$ cat config.mk
export PLATFORM = sky130hd
export DESIGN_NAME = pipeline_exec_controller_flat
export DESIGN_NICKNAME = d
export VERILOG_FILES = /design/src/rtl/pipeline_pkg.sv /design/src/rtl/pipeline_exec_controller_if.sv /design/src/rtl/pipeline_exec_controller.sv /design/src/flat_wrapper.sv
export SDC_FILE = /design/constraint.sdc
export NUM_CORES = 1
export LEC_CHECK = 0
export ABC_AREA = 1
export CORE_ASPECT_RATIO = 1.75
export CORE_MARGIN = 2
export CORE_UTILIZATION = 35
export CTS_BUF_LIST = sky130_fd_sc_hd__clkbuf_4
export DETAILED_ROUTE_END_ITERATION = 7
export GPL_ROUTABILITY_DRIVEN = 0
export GPL_TIMING_DRIVEN = 0
export PLACE_DENSITY = 0.55
export SYNTH_ARGS = -nofsm -noshare
export SYNTH_HDL_FRONTEND = slang
export SYNTH_SLANG_ARGS = --single-unit
$ cat constraint.sdc
create_clock -name i_clk -period 1.7 [get_ports i_clk]
set_input_delay 0.34 -clock i_clk [delete_from_list [all_inputs] [get_ports i_clk]]
set_output_delay 0.34 -clock i_clk [all_outputs]
set_load 0.01 [all_outputs]
$ cat src/rtl/pipeline_pkg.sv
// Shared definitions for the pipeline execution controller and the debug unit:
// command encodings, controller state type and drain length.
package pipeline_pkg;

    localparam int unsigned DRAIN_CYCLES = 3;

    typedef enum logic [1:0] {
        CMD_NOP   = 2'b00,
        CMD_RUN   = 2'b01,
        CMD_STEP  = 2'b10,
        CMD_CLEAR = 2'b11
    } cmd_t;

    typedef enum logic [2:0] {
        ST_IDLE,
        ST_RUN,
        ST_STEP,
        ST_DRAIN,
        ST_DUMP,
        ST_HALTED
    } exec_state_t;

endpackage

$ cat src/rtl/pipeline_exec_controller_if.sv
// Debug-unit command handshake into the execution controller.
interface pipeline_exec_controller_if;
    import pipeline_pkg::*;

    logic cmd_valid;
    cmd_t cmd;
    logic cmd_ready;

    modport master (output cmd_valid, output cmd, input cmd_ready);
    modport slave  (input cmd_valid, input cmd, output cmd_ready);
endinterface

$ cat src/rtl/pipeline_exec_controller.sv
// Run/step/halt sequencing for the 5-stage pipeline: stage enables, stall merge,
// HALT drain and dump handshake.
module pipeline_exec_controller
    import pipeline_pkg::*;
#(
    parameter int unsigned DRAIN_CYCLES = pipeline_pkg::DRAIN_CYCLES,
    parameter int unsigned CNT_W        = 32
) (
    input  logic                         i_clk,
    input  logic                         i_rst_n,
    pipeline_exec_controller_if.slave    dbg,
    input  logic                         i_hdu_stall,
    input  logic                         i_halt_id,
    input  logic                         i_dump_done,
    output logic                         o_pipe_enable,
    output logic                         o_pc_write,
    output logic                         o_if_id_write,
    output logic                         o_ctrl_zero,
    output logic                         o_dump_start,
    output logic                         o_soft_reset,
    output logic                         o_halted,
    output logic [CNT_W-1:0]             o_cycle_count
);

    localparam int unsigned DW = (DRAIN_CYCLES > 1) ? $clog2(DRAIN_CYCLES) : 1;
    localparam logic [DW-1:0] DRAIN_LAST = DW'(DRAIN_CYCLES - 1);

    exec_state_t   state, next_state;
    logic [DW-1:0] drain_cnt;
    logic          cmd_ready;
    logic          clear_hit;
    logic          draining;

    always_comb begin
        next_state = state;
        cmd_ready  = 1'b0;
        clear_hit  = 1'b0;
        case (state)
            ST_IDLE: begin
                cmd_ready = 1'b1;
                if (dbg.cmd_valid) begin
                    case (dbg.cmd)
                        CMD_RUN:   next_state = ST_RUN;
                        CMD_STEP:  next_state = ST_STEP;
                        CMD_CLEAR: clear_hit  = 1'b1;
                        default:   ;
                    endcase
                end
            end
            // HALT wins over a simultaneous load-use stall; the load retires in DRAIN.
            ST_RUN:   if (i_halt_id) next_state = ST_DRAIN;
            ST_STEP:  next_state = i_halt_id ? ST_DRAIN : ST_IDLE;
            ST_DRAIN: if (drain_cnt == DRAIN_LAST) next_state = ST_DUMP;
            ST_DUMP:  if (i_dump_done) next_state = ST_HALTED;
            ST_HALTED: begin
                cmd_ready = 1'b1;
                if (dbg.cmd_valid && dbg.cmd == CMD_CLEAR) begin
                    clear_hit  = 1'b1;
                    next_state = ST_IDLE;
                end
            end
            default: next_state = ST_IDLE;
        endcase
    end

    assign dbg.cmd_ready = cmd_ready;

    // Enables are combinational so the hazard stall takes effect in the same cycle.
    always_comb begin
        draining      = (state == ST_DRAIN);
        o_pipe_enable = (state == ST_RUN) || (state == ST_STEP) || draining;
        o_pc_write    = o_pipe_enable & ~i_hdu_stall & ~i_halt_id & ~draining;
        o_if_id_write = o_pc_write;
        o_ctrl_zero   = o_pipe_enable & (i_hdu_stall | draining);
        o_halted      = (state == ST_HALTED);
    end

    always_ff @(posedge i_clk or negedge i_rst_n) begin
        if (!i_rst_n) begin
            state         <= ST_IDLE;
            drain_cnt     <= '0;
            o_dump_start  <= 1'b0;
            o_soft_reset  <= 1'b0;
            o_cycle_count <= '0;
        end else begin
            state        <= next_state;
            drain_cnt    <= draining ? drain_cnt + DW'(1) : '0;
            o_dump_start <= (next_state == ST_DUMP) && (state != ST_DUMP);
            o_soft_reset <= clear_hit;
            if (clear_hit)
                o_cycle_count <= '0;
            else if (o_pipe_enable)
                o_cycle_count <= o_cycle_count + CNT_W'(1);
        end
    end

endmodule

$ cat src/flat_wrapper.sv
// flat-port wrapper written by rule: the top's interface ports become plain ports
module pipeline_exec_controller_flat import pipeline_pkg::*;
#(
    parameter int unsigned DRAIN_CYCLES = pipeline_pkg::DRAIN_CYCLES,
    parameter int unsigned CNT_W        = 32
)
  (i_clk, i_rst_n, i_hdu_stall, i_halt_id, i_dump_done, o_pipe_enable, o_pc_write, o_if_id_write, o_ctrl_zero, o_dump_start, o_soft_reset, o_halted, o_cycle_count, dbg_cmd_valid, dbg_cmd, dbg_cmd_ready);
  pipeline_exec_controller_if dbg_i ();
  input  logic i_clk;
  input  logic i_rst_n;
  input  logic i_hdu_stall;
  input  logic i_halt_id;
  input  logic i_dump_done;
  output logic o_pipe_enable;
  output logic o_pc_write;
  output logic o_if_id_write;
  output logic o_ctrl_zero;
  output logic o_dump_start;
  output logic o_soft_reset;
  output logic o_halted;
  output logic [CNT_W-1:0] o_cycle_count;
  input wire logic [$bits(dbg_i.cmd_valid)-1:0] dbg_cmd_valid;
  input wire logic [$bits(dbg_i.cmd)-1:0] dbg_cmd;
  output wire logic [$bits(dbg_i.cmd_ready)-1:0] dbg_cmd_ready;
  assign dbg_i.cmd_valid = dbg_cmd_valid;
  assign dbg_i.cmd = dbg_cmd;
  assign dbg_cmd_ready = dbg_i.cmd_ready;
  pipeline_exec_controller #(.DRAIN_CYCLES(DRAIN_CYCLES), .CNT_W(CNT_W)) u_core (.i_clk(i_clk), .i_rst_n(i_rst_n), .dbg(dbg_i), .i_hdu_stall(i_hdu_stall), .i_halt_id(i_halt_id), .i_dump_done(i_dump_done), .o_pipe_enable(o_pipe_enable), .o_pc_write(o_pc_write), .o_if_id_write(o_if_id_write), .o_ctrl_zero(o_ctrl_zero), .o_dump_start(o_dump_start), .o_soft_reset(o_soft_reset), .o_halted(o_halted), .o_cycle_count(o_cycle_count));
endmodule
==> results.cfg <==
[timing]
worstMarginPinSlew_ns = 0.4733
fin_tns_setup_ns = -0.2050
slew_viol_final = 0
setup_ws_ns = -0.06809
relSlewSlack_pct = 68.45
whs_ns = 0.4270
hold_viol = 0
max_freq_mhz = 565.6
grt_setup_unrepaired = true
min_period_ns = 1.768
period_share_pct = 104.0
setup_viol = 4
skew_ns = 0.02118

[power]
sequentialPowerShare_pct = 31.3
swShare_pct = 39.81
switching_power_uw = 1744
p_int_uw = 2636
clockPowerShare_pct = 11.8
leakage_uw = 0.001818
p_comb_share_pct = 56.9
cellPowerDensity_mw_per_mm2 = 1237
ir_worst_vdd_uv = 676.1

[critical_path]
endpoint = o_ctrl_zero
end_kind = primary output
criticalPathCategory = flip-flop to primary output
rrSetupSlack_ns = 0
r2r-start = u_core.state[0]$_DFF_PN0_
startpoint = u_core.state[2]$_DFF_PN0_
regToRegEndpoint = u_core.o_cycle_count[6]$_DFFE_PN0P_
crit_fanout = 6
rr_worst_depth = 8
crit_required_ns = 1.36
cp-start-kind = flip-flop
crit_arrival_ns = 1.43

[floorplanning]
initial_utilization_pct = 36.13
die_w_um = 65.87
rows = 39
dieHeight_um = 112.3
io_pins = 48
die-area_mm2 = 0.007396
fp.coreArea_mm2 = 0.006490

[cts]
cts_buffer_depth = 2
cts_sinks = 39
root_buffer = clkbuf_4
cts_tree = done
insertion_delay_ns = 0.36
cts-buffers-inserted = 5
htreeDepth = 2
clk_pin_slew_ns = 0.12

[yosys]
avgSynthCellArea_um2 = 6.958
ys_ff_latch = 39
synth_cell_types = 28
postSynthCellCount = 337
synth-seq-area-share_pct = 41.62
synth_nets = 350
yosys_warnings = 0
netlist_area_mm2 = 0.002345

[route]
wirelength_um = 6793
vias_per_cell = 4.740
drc = 0
first_iter_violations = 101
postRouteAntennaNets = 0
first_pass_iters = 4
vias = 2484
wire_per_inst_um = 12.96

[place]
port_buffers = 47
dp_hpwl_um = 4851

[grt]
antenna_found_initial = 0
grt_pass1_vias = 2318
grt_max_degree = 23
grt_remaining_overflow = 0
grt_pass1_wl_um = 10780
globalRouteTotalUtil_pct = 19.06

[hold_path]
holdCritPathClass = flip-flop to flip-flop

[layout]
final_cell_mix = 84 x nand2_1, 70 x nor2_1, 44 x buf_4
drive_above_1_share_pct = 23.76
synthToLayoutAreaGrowth_pct = 51.01
fin_nets = 454
diodes = 0
final_common_cell = nand2_1

[outcome]
status = complete, but fails checks
violations = setup timing

[flow_run]
max_cap_violations = 0
[flip-flops by register name, summed over array words and instances, names as in the netlist]
| signal | cells |
|---|---|
| u_core.o_dump_start | 1 |
| u_core.o_cycle_count | 32 |
| u_core.state | 3 |
| u_core.o_soft_reset | 1 |
| u_core.drain_cnt | 2 |
[synth_stat cells]
cell type	number	area [µm²]
nor2_1	79	296.5
nor4_1	1	6.260
inv_2	2	7.510
a21oi_4	1	16.27
nand2_1	88	330.3
nand3b_1	4	30.03
a22oi_1	1	7.510
nand4_1	6	37.54
inv_1	42	157.7
and2_1	2	12.51
nor2_4	2	22.52
nor3_1	3	15.01
nand2_2	1	6.260
a31oi_1	3	18.77
buf_4	1	7.510
buf_2	3	15.01
nand3_2	2	20.02
o21ai_0	8	40.04
buf_6	1	11.26
dfrtp_1	39	975.9
ha_1	5	62.56
nand2_4	2	22.52
o21a_1	2	15.01
nor3b_1	1	7.510
nand3_1	23	115.1
nor3_2	1	10.01
a21oi_1	12	60.06
xor2_1	2	17.52
[kinds of logic after synthesis]
logic type / count (synthesis) / share of synthesized area, %
adders and majority gates: 5 / 2.668
DFF: 39 / 41.62
AOI/OAI and AO/OA: 27 / 6.724
buffers and inverters: 49 / 8.484
xor gates and xnor gates: 2 / 0.7472
and+or+nand+nor: 215 / 39.75
[critical path: stages (launching register included)]
cell and delay [ns]:
dfrtp_2 0.44, buf_6 0.13, nor2_4 0.13, inv_2 0.11, a21oi_1 0.12, buf_2 0.14
[cell type report]
cell class	count	area, µm²
flip-flops and latches	39	984.7
clock inverters	1	5.005
repair buffers	97	914.6
plain buffers	5	37.54
clock buffers	7	52.55
inverters	44	165.2
well taps	82	102.6
multi-input cells	249	1279
fillers	642	2949
[worst min-delay path by stage]
stage / start / endpoint / depth (start not counted) / slack [ns]
5_1_grt: u_core.drain_cnt[0]$_DFF_PN0_ / u_core.drain_cnt[0]$_DFF_PN0_ / 1 / 0.46
3_5_place_dp: i_rst_n / u_core.o_cycle_count[25]$_DFFE_PN0P_ / 1 / 0.33
3_3_place_gp: u_core.drain_cnt[0]$_DFF_PN0_ / u_core.drain_cnt[0]$_DFF_PN0_ / 1 / 0.41
2_1_floorplan: i_rst_n / u_core.drain_cnt[0]$_DFF_PN0_ / 0 / 0.04
6_report: u_core.drain_cnt[0]$_DFF_PN0_ / u_core.drain_cnt[0]$_DFF_PN0_ / 1 / 0.43
4_1_cts: u_core.drain_cnt[0]$_DFF_PN0_ / u_core.drain_cnt[0]$_DFF_PN0_ / 1 / 0.43
[what timing repair did]
action | 4_1_cts | 5_1_grt
pin swaps | 4 | 10
resized for setup | 48 | 28
hold buffers | 1 | 0
setup buffers | 15 | 32
endpoints found under the hold margin | 17 | 0
cloned | 0 | 1
endpoints found under the setup margin | 26 | 48
[metal layers]
layer | track usage (%) | up-vias | share of wire, %
li1 | - | 1270 | -
met1 | 20.36 | 1149 | 38
met2 | 35.29 | 53 | 57
met3 | 3.407 | 12 | 3.2
met4 | 8.056 | 0 | 2.2
met5 | 0 | - | 0
[power by group through the flow]
stage	Sequential (µW)	Combinational (µW)	Clock, µW
2_1_floorplan	1500	862	0
3_3_place_gp	1470	1670	0
3_5_place_dp	1480	1680	0
4_1_cts	1430	1970	530
5_1_grt	1400	2730	569
6_report	1370	2490	517
[stage by stage]
stage | area (µm²) | power (µW) | worst slack (ns) | instances | utilization, %
floorplan | 2345 | 2359 | 0.1759 | 337 | -
global placement | 2918 | 3138 | -0.8197 | 466 | 44.96
detailed placement | 2940 | 3160 | -0.4361 | 467 | 45.31
CTS | 3178 | 3933 | -0.09092 | 491 | 48.97
global route | 3541 | 4699 | -0.1552 | 524 | 54.56
finish | 3541 | 4380 | -0.06809 | 524 | 54.56
(Power assumes the default switching activity.)
